==> config.mk <==
export PLATFORM = sky130hd
export DESIGN_NAME = fuel_price_dispenser
export DESIGN_NICKNAME = d
export VERILOG_FILES = /design/src/rtl/fuel_price_dispenser.sv
export SDC_FILE = /design/constraint.sdc
export NUM_CORES = 1
export LEC_CHECK = 0
export CORE_MARGIN = 2
export CORE_UTILIZATION = 35
export CTS_BUF_LIST = sky130_fd_sc_hd__clkbuf_4 sky130_fd_sc_hd__clkbuf_8 sky130_fd_sc_hd__clkbuf_16
export DETAILED_ROUTE_END_ITERATION = 12
export DONT_BUFFER_PORTS = 1
export PLACE_DENSITY = 0.46
export RECOVER_POWER = 100
export SETUP_SLACK_MARGIN = 0.3
export SYNTH_ARGS = -nofsm -noshare
export SYNTH_HDL_FRONTEND = slang
export SYNTH_SLANG_ARGS = --single-unit
==> constraint.sdc <==
create_clock -name clk -period 3.56 [get_ports clk]
set_input_delay 0.356 -clock clk [delete_from_list [all_inputs] [get_ports clk]]
set_output_delay 0.356 -clock clk [all_outputs]
set_load 0.1 [all_outputs]
==> src/rtl/fuel_price_dispenser.sv <==
// Dispense session controller: drives the pump relay and accumulates price per metering tick.
// Optional tick-based volume counter enabled by defining VOLUME_COUNT_EN.
module fuel_price_dispenser #(
   parameter int TICK_CYCLES = 1704545,
   parameter int PRICE_W     = 17,
   parameter int PRICE_STEP  = 1000,
   parameter int VOL_W       = 16
) (
   input  logic               clk,
   input  logic               rst_n,
   input  logic               clear,
   input  logic               start,
   input  logic               stop,
   input  logic               pump_en,
   input  logic [PRICE_W-1:0] preset_price,
   output logic               relay_on,
   output logic [PRICE_W-1:0] price_total,
   output logic               done,
   output logic [1:0]         state,
   output logic               tick
`ifdef VOLUME_COUNT_EN
   ,
   output logic [VOL_W-1:0]   volume_total
`endif
);

   // state | meaning
   // IDLE  | no session, relay off, waiting for start
   // PUMP  | relay on, interval counter running, price accumulating
   // HOLD  | paused on pump_en loss, counter frozen, price held
   // DONE  | session ended (stop, preset reached or saturation), waits for clear
   typedef enum logic [1:0] {
      IDLE = 2'd0,
      PUMP = 2'd1,
      HOLD = 2'd2,
      DONE = 2'd3
   } state_t;

   localparam int CNT_W = (TICK_CYCLES > 2) ? $clog2(TICK_CYCLES) : 1;
   localparam logic [CNT_W-1:0]   CNT_LAST = CNT_W'(TICK_CYCLES - 1);
   localparam logic [PRICE_W:0]   STEP_EXT = (PRICE_W+1)'(PRICE_STEP);

   state_t             st, st_nxt;
   logic [CNT_W-1:0]   cnt, cnt_nxt;
   logic [PRICE_W-1:0] preset_q, preset_nxt;
   logic [PRICE_W-1:0] price_nxt;
   logic [PRICE_W:0]   sum;
   logic               tick_nxt;
   logic               limit_hit;
   logic               auto_stop;
`ifdef VOLUME_COUNT_EN
   logic [VOL_W-1:0]   vol_nxt;
`endif

   // one extra bit so overflow past all-ones is visible
   assign sum       = {1'b0, price_total} + STEP_EXT;
   assign limit_hit = (preset_q != '0) && (sum >= {1'b0, preset_q});
   assign state     = st;

   always_comb begin
      st_nxt     = st;
      cnt_nxt    = cnt;
      price_nxt  = price_total;
      preset_nxt = preset_q;
      tick_nxt   = 1'b0;
      auto_stop  = 1'b0;
`ifdef VOLUME_COUNT_EN
      vol_nxt    = volume_total;
`endif
      case (st)
         IDLE: begin
            cnt_nxt = '0;
            if (start) begin
               preset_nxt = preset_price;
               price_nxt  = '0;
`ifdef VOLUME_COUNT_EN
               vol_nxt    = '0;
`endif
               st_nxt     = pump_en ? PUMP : HOLD;
            end
         end
         PUMP: begin
            if (cnt == CNT_LAST) begin
               tick_nxt = 1'b1;
               cnt_nxt  = '0;
               if (limit_hit) begin
                  price_nxt = preset_q;
                  auto_stop = 1'b1;
               end else if (sum[PRICE_W]) begin
                  price_nxt = '1;
                  auto_stop = 1'b1;
               end else begin
                  price_nxt = sum[PRICE_W-1:0];
               end
`ifdef VOLUME_COUNT_EN
               if (volume_total != '1)
                  vol_nxt = volume_total + 1'b1;
`endif
            end else begin
               cnt_nxt = cnt + 1'b1;
            end
            if (auto_stop || stop)
               st_nxt = DONE;
            else if (!pump_en)
               st_nxt = HOLD;
         end
         HOLD: begin
            if (stop)
               st_nxt = DONE;
            else if (pump_en)
               st_nxt = PUMP;
         end
         DONE: begin
            cnt_nxt = '0;
         end
         default: st_nxt = IDLE;
      endcase

      // operator clear overrides everything in the same cycle, including a pending tick
      if (clear) begin
         st_nxt     = IDLE;
         cnt_nxt    = '0;
         price_nxt  = '0;
         preset_nxt = '0;
         tick_nxt   = 1'b0;
`ifdef VOLUME_COUNT_EN
         vol_nxt    = '0;
`endif
      end
   end

   always_ff @(posedge clk) begin
      if (!rst_n) begin
         st           <= IDLE;
         cnt          <= '0;
         preset_q     <= '0;
         price_total  <= '0;
         tick         <= 1'b0;
         relay_on     <= 1'b0;
         done         <= 1'b0;
`ifdef VOLUME_COUNT_EN
         volume_total <= '0;
`endif
      end else begin
         st           <= st_nxt;
         cnt          <= cnt_nxt;
         preset_q     <= preset_nxt;
         price_total  <= price_nxt;
         tick         <= tick_nxt;
         relay_on     <= (st_nxt == PUMP);
         done         <= (st_nxt == DONE);
`ifdef VOLUME_COUNT_EN
         volume_total <= vol_nxt;
`endif
      end
   end

endmodule

==> impl_summary.log <==
INFO  metric tritoncts = done
INFO  metric post-route-period-util = 0.937
INFO  metric ios = 45
INFO  metric fin_setup_tns = 0 ns
INFO  metric worstPathRequired = 3.79 ns
INFO  metric place.gp.congestion = just over 0.8
INFO  metric reg2reg_depth = 13
INFO  metric synth_top_cell_area_share = 0.366
INFO  metric syn-num-nets = 456
INFO  metric first_pass_iters = 4
INFO  metric timing.critical_path.arrival = 3.57 ns
INFO  metric timing.critical_path.slowest_stage_cell = sky130_fd_sc_hd__or4_4
INFO  metric grt_overflow = 0
INFO  metric max_cap_viol_count = 0
INFO  metric die-width = 101 um
INFO  metric start_to_end_type_of_the_worst_setup_path = reg2reg
INFO  metric synthArstFlopShare = 0
INFO  metric max_clock_freq = ~300 MHz
INFO  metric critical-path-max-stage-delay = roughly 0.56 ns
INFO  metric nFillCells = 952
INFO  metric drive_gt1_frac = 0.170
INFO  metric detailedRoute.firstIterationViolations = 81
INFO  metric timing.critical_path.cells = or4_4 > or3_4 > nand2_1 > ha_1 > a21oi_2 > o21ai_2 > a211oi_2 > o2111ai_4 > buf_12 > a311oi_2 > o221a_2 > inv_2 > and2_1
INFO  metric worst_r2r_endpoint = done
INFO  metric clock-sinks = 60
INFO  metric number_of_i_o_port_buffers = 0
INFO  metric cts.clk_slew.worst_paths = 0.07 ns
INFO  metric setup_viol = 0
INFO  metric area_growth = 19.4%
INFO  metric synth.ff_latch_count = 60
INFO  metric detail-route-antenna-nets = 0
INFO  metric detail_route.wirelength = approximately 8.3 mm
INFO  metric syn_area = ~3300 um^2
INFO  metric holdPathStages = 1
INFO  metric floorplan.die_area = 10200 um^2
INFO  metric synthFlopType = sky130_fd_sc_hd__dfxtp_1
INFO  metric worst_hold_startpoint = rst_n
INFO  metric regToRegSetupSlack = 0.23 ns
INFO  metric post_synth_num_cell_types = 49
INFO  metric grt_max_degree = 21
INFO  metric finClkSkew = 0.00914 ns
INFO  metric track_usage = 0.176
INFO  metric via_count = 2840
INFO  metric critPathMaxFanout = 5
INFO  metric synth_enable_flop_cells = 0
INFO  metric report.final.hold_viol_count = 0
INFO  metric clock_tree.htree_level_count = 3
INFO  metric y_dimension_of_the_die = roughly 100 um
INFO  metric timing.critical_path.buf_inv = 2
INFO  metric syn_area_per_cell = 8.02 um^2
INFO  metric cts-root-buf = sky130_fd_sc_hd__clkbuf_8
INFO  metric r2r_start = price_total[5]
INFO  metric core = 9150 um^2
INFO  metric antenna_found_initial = 0
INFO  metric timing.max_slew.rel_slack = 0.102
INFO  metric num_rows = 35
INFO  metric clock_path_buffers = 2
INFO  metric start_util = 0.359
INFO  metric global_route_wire_length_before_repair = 13.9 mm
INFO  metric cpLargestDelayFamily = simple AND/OR/NAND/NOR gates
INFO  metric yosys-top-cells-area = sky130_fd_sc_hd__dfxtp_1 37%, sky130_fd_sc_hd__ha_1 9.1%, sky130_fd_sc_hd__nand2_1 7.9%, sky130_fd_sc_hd__xor2_1 5.1%, sky130_fd_sc_hd__nor2_1 4.7%
INFO  metric post_cts_hold_buffer_count = 0
INFO  metric grt_pass1_vias = between 2000 and 3000
INFO  metric post_synth_inst_count = between 400 and 500
INFO  metric ir_drop = 0.199 mV
INFO  metric min_delay_worst_endpoint = state[1]
INFO  metric regArea = 1220 um^2
INFO  metric ys_warn_count = 0
INFO  metric num-nets-final = 484
INFO  metric maxSlewViolCount = 0
INFO  metric end_kind = flip-flop
INFO  metric seq_area_frac_synth = 0.366
INFO  metric multi_input_area = 2100 um^2
INFO  metric grt_setup_unrepaired = true
INFO  metric clock_latency = 0.33 ns
INFO  metric post_drt_via_cell_ratio = 5.14
INFO  metric powerDensity = 382 nW/um^2
INFO  metric result_of_the_run = finished, final reports clean
INFO  metric holdWs = roughly 0.14 ns
INFO  metric synthDominantAreaCellType = sky130_fd_sc_hd__dfxtp_1
INFO  metric drc = 0
INFO  metric place_hpwl = 6.05 mm
INFO  metric crit_path_start_kind = flip-flop
INFO  metric wl_per_instance = about 15 um
INFO  metric worst_pin_slew = approximately 1.3 ns
INFO  metric tritoncts.num_buffers = 9
INFO  metric power.static_leakage = 1.47 nW
INFO  metric ant_cells = 0
INFO  metric timing.hold.worst.class = in2reg
INFO  metric post-route-min-period = 3.33 ns
final cells by class:
| cell class | instances | share of cell area |
|---|---|---|
| clock buffer | 14 | 0.0428 |
| clock inverter | 2 | 0.00255 |
| inverter | 28 | 0.0268 |
| multi-input combinational | 310 | 0.536 |
| sequential | 60 | 0.311 |
| tap | 111 | 0.0354 |
| timing repair buffer | 28 | 0.0450 |
kinds of logic after synthesis:
logic type	Yosys count	share of synthesized area
compound gates	88	0.170
simple gates	162	0.229
buf+inv	40	0.0473
xor+xnor	30	0.0801
mux	5	0.0160
fa+ha+maj	24	0.0915
flops	60	0.366
cell usage in the layout (no fill, tap or decap), types with 3 or more instances in the layout:
master                     instances
sky130_fd_sc_hd__inv_1            27
sky130_fd_sc_hd__nand3_1           9
sky130_fd_sc_hd__o22ai_1           8
sky130_fd_sc_hd__nand4_1           8
sky130_fd_sc_hd__dfxtp_1          50
sky130_fd_sc_hd__nor2_1           40
sky130_fd_sc_hd__clkbuf_8         10
sky130_fd_sc_hd__buf_4             9
sky130_fd_sc_hd__o22ai_2           6
sky130_fd_sc_hd__dfxtp_2           8
sky130_fd_sc_hd__nand2b_1          3
sky130_fd_sc_hd__a21oi_1          26
sky130_fd_sc_hd__xor2_1           19
sky130_fd_sc_hd__nand2_1          66
sky130_fd_sc_hd__nor4_1            5
sky130_fd_sc_hd__ha_1             22
sky130_fd_sc_hd__xnor2_1           9
sky130_fd_sc_hd__nor3_1            4
sky130_fd_sc_hd__o21ai_1          10
sky130_fd_sc_hd__clkbuf_4          5
sky130_fd_sc_hd__nor2b_1           3
sky130_fd_sc_hd__clkbuf_1         15
sky130_fd_sc_hd__mux2i_1           3
sky130_fd_sc_hd__o21ai_0          18
sky130_fd_sc_hd__and3_1            4
routing by layer:
metal  GRT usage  vias to the layer above  wire [um]
met5           0                        -          0
met2       0.284                       42       3980
met1       0.219                     1311       3880
li1            -                     1474          -
met3      0.0485                       13        326
met4      0.0759                        0        138
power breakdown:
part	switching (mW)	internal, mW
clock	0.263	0.301
sequential	0.0144	0.679
combinational	0.137	0.102
Yosys cell counts, types with 2 or more instances:
cell	number
sky130_fd_sc_hd__nand4b_1	2
sky130_fd_sc_hd__o22ai_1	15
sky130_fd_sc_hd__and3_1	4
sky130_fd_sc_hd__ha_1	24
sky130_fd_sc_hd__nand4_1	8
sky130_fd_sc_hd__dfxtp_1	60
sky130_fd_sc_hd__a211o_1	2
sky130_fd_sc_hd__inv_1	27
sky130_fd_sc_hd__o21ai_0	17
sky130_fd_sc_hd__clkbuf_1	9
sky130_fd_sc_hd__nor2b_1	3
sky130_fd_sc_hd__nor4_1	5
sky130_fd_sc_hd__nand3_1	9
sky130_fd_sc_hd__mux2i_1	3
sky130_fd_sc_hd__or2_2	2
sky130_fd_sc_hd__xnor2_1	11
sky130_fd_sc_hd__nand2b_1	3
sky130_fd_sc_hd__a21oi_1	27
sky130_fd_sc_hd__o21ai_1	12
sky130_fd_sc_hd__xor2_1	19
sky130_fd_sc_hd__a211oi_1	3
sky130_fd_sc_hd__nor3_1	4
sky130_fd_sc_hd__nor2_1	41
sky130_fd_sc_hd__o211ai_1	2
sky130_fd_sc_hd__nand2_1	69
sky130_fd_sc_hd__mux2_2	2
sky130_fd_sc_hd__and2_1	4
state kept, by name, summed over array words and instances (netlist names):
| register | cells |
|---|---|
| relay_on | 1 |
| done | 1 |
| preset_q | 17 |
| cnt | 21 |
| state | 2 |
| tick | 1 |
| price_total | 17 |
repair_timing:
item,in CTS,in global routing
pin swaps,7,11
setup endpoints to repair,21,21
resized for setup,21,19
setup buffers,7,2
cloned,0,1
how the worst max path moves through the flow:
stage                   start              to  depth (start not counted)
2_1_floorplan  price_total[7]            done                         13
3_3_place_gp   price_total[5]            done                         12
3_5_place_dp   price_total[5]            done                         13
4_1_cts        price_total[5]            done                         14
5_1_grt        price_total[5]  price_total[3]                         13
6_report       price_total[5]            done                         13
through the flow:
| step | instance area (um^2) | utilization | setup WS (ns) | power, mW | instances |
|---|---|---|---|---|---|
| after CTS | 3880 | 0.424 | 0.236 | 1.50 | 550 |
| after global routing | 3920 | 0.428 | 0.0594 | 1.58 | 553 |
| final | 3920 | 0.428 | 0.226 | 1.50 | 553 |
| after detailed placement | 3540 | 0.387 | 0.189 | 0.887 | 527 |
| after global placement | 3540 | 0.387 | 0.137 | 0.885 | 527 |
| after floorplan | 3310 | - | 0.304 | 0.853 | 409 |
(Power assumes the default switching activity.)
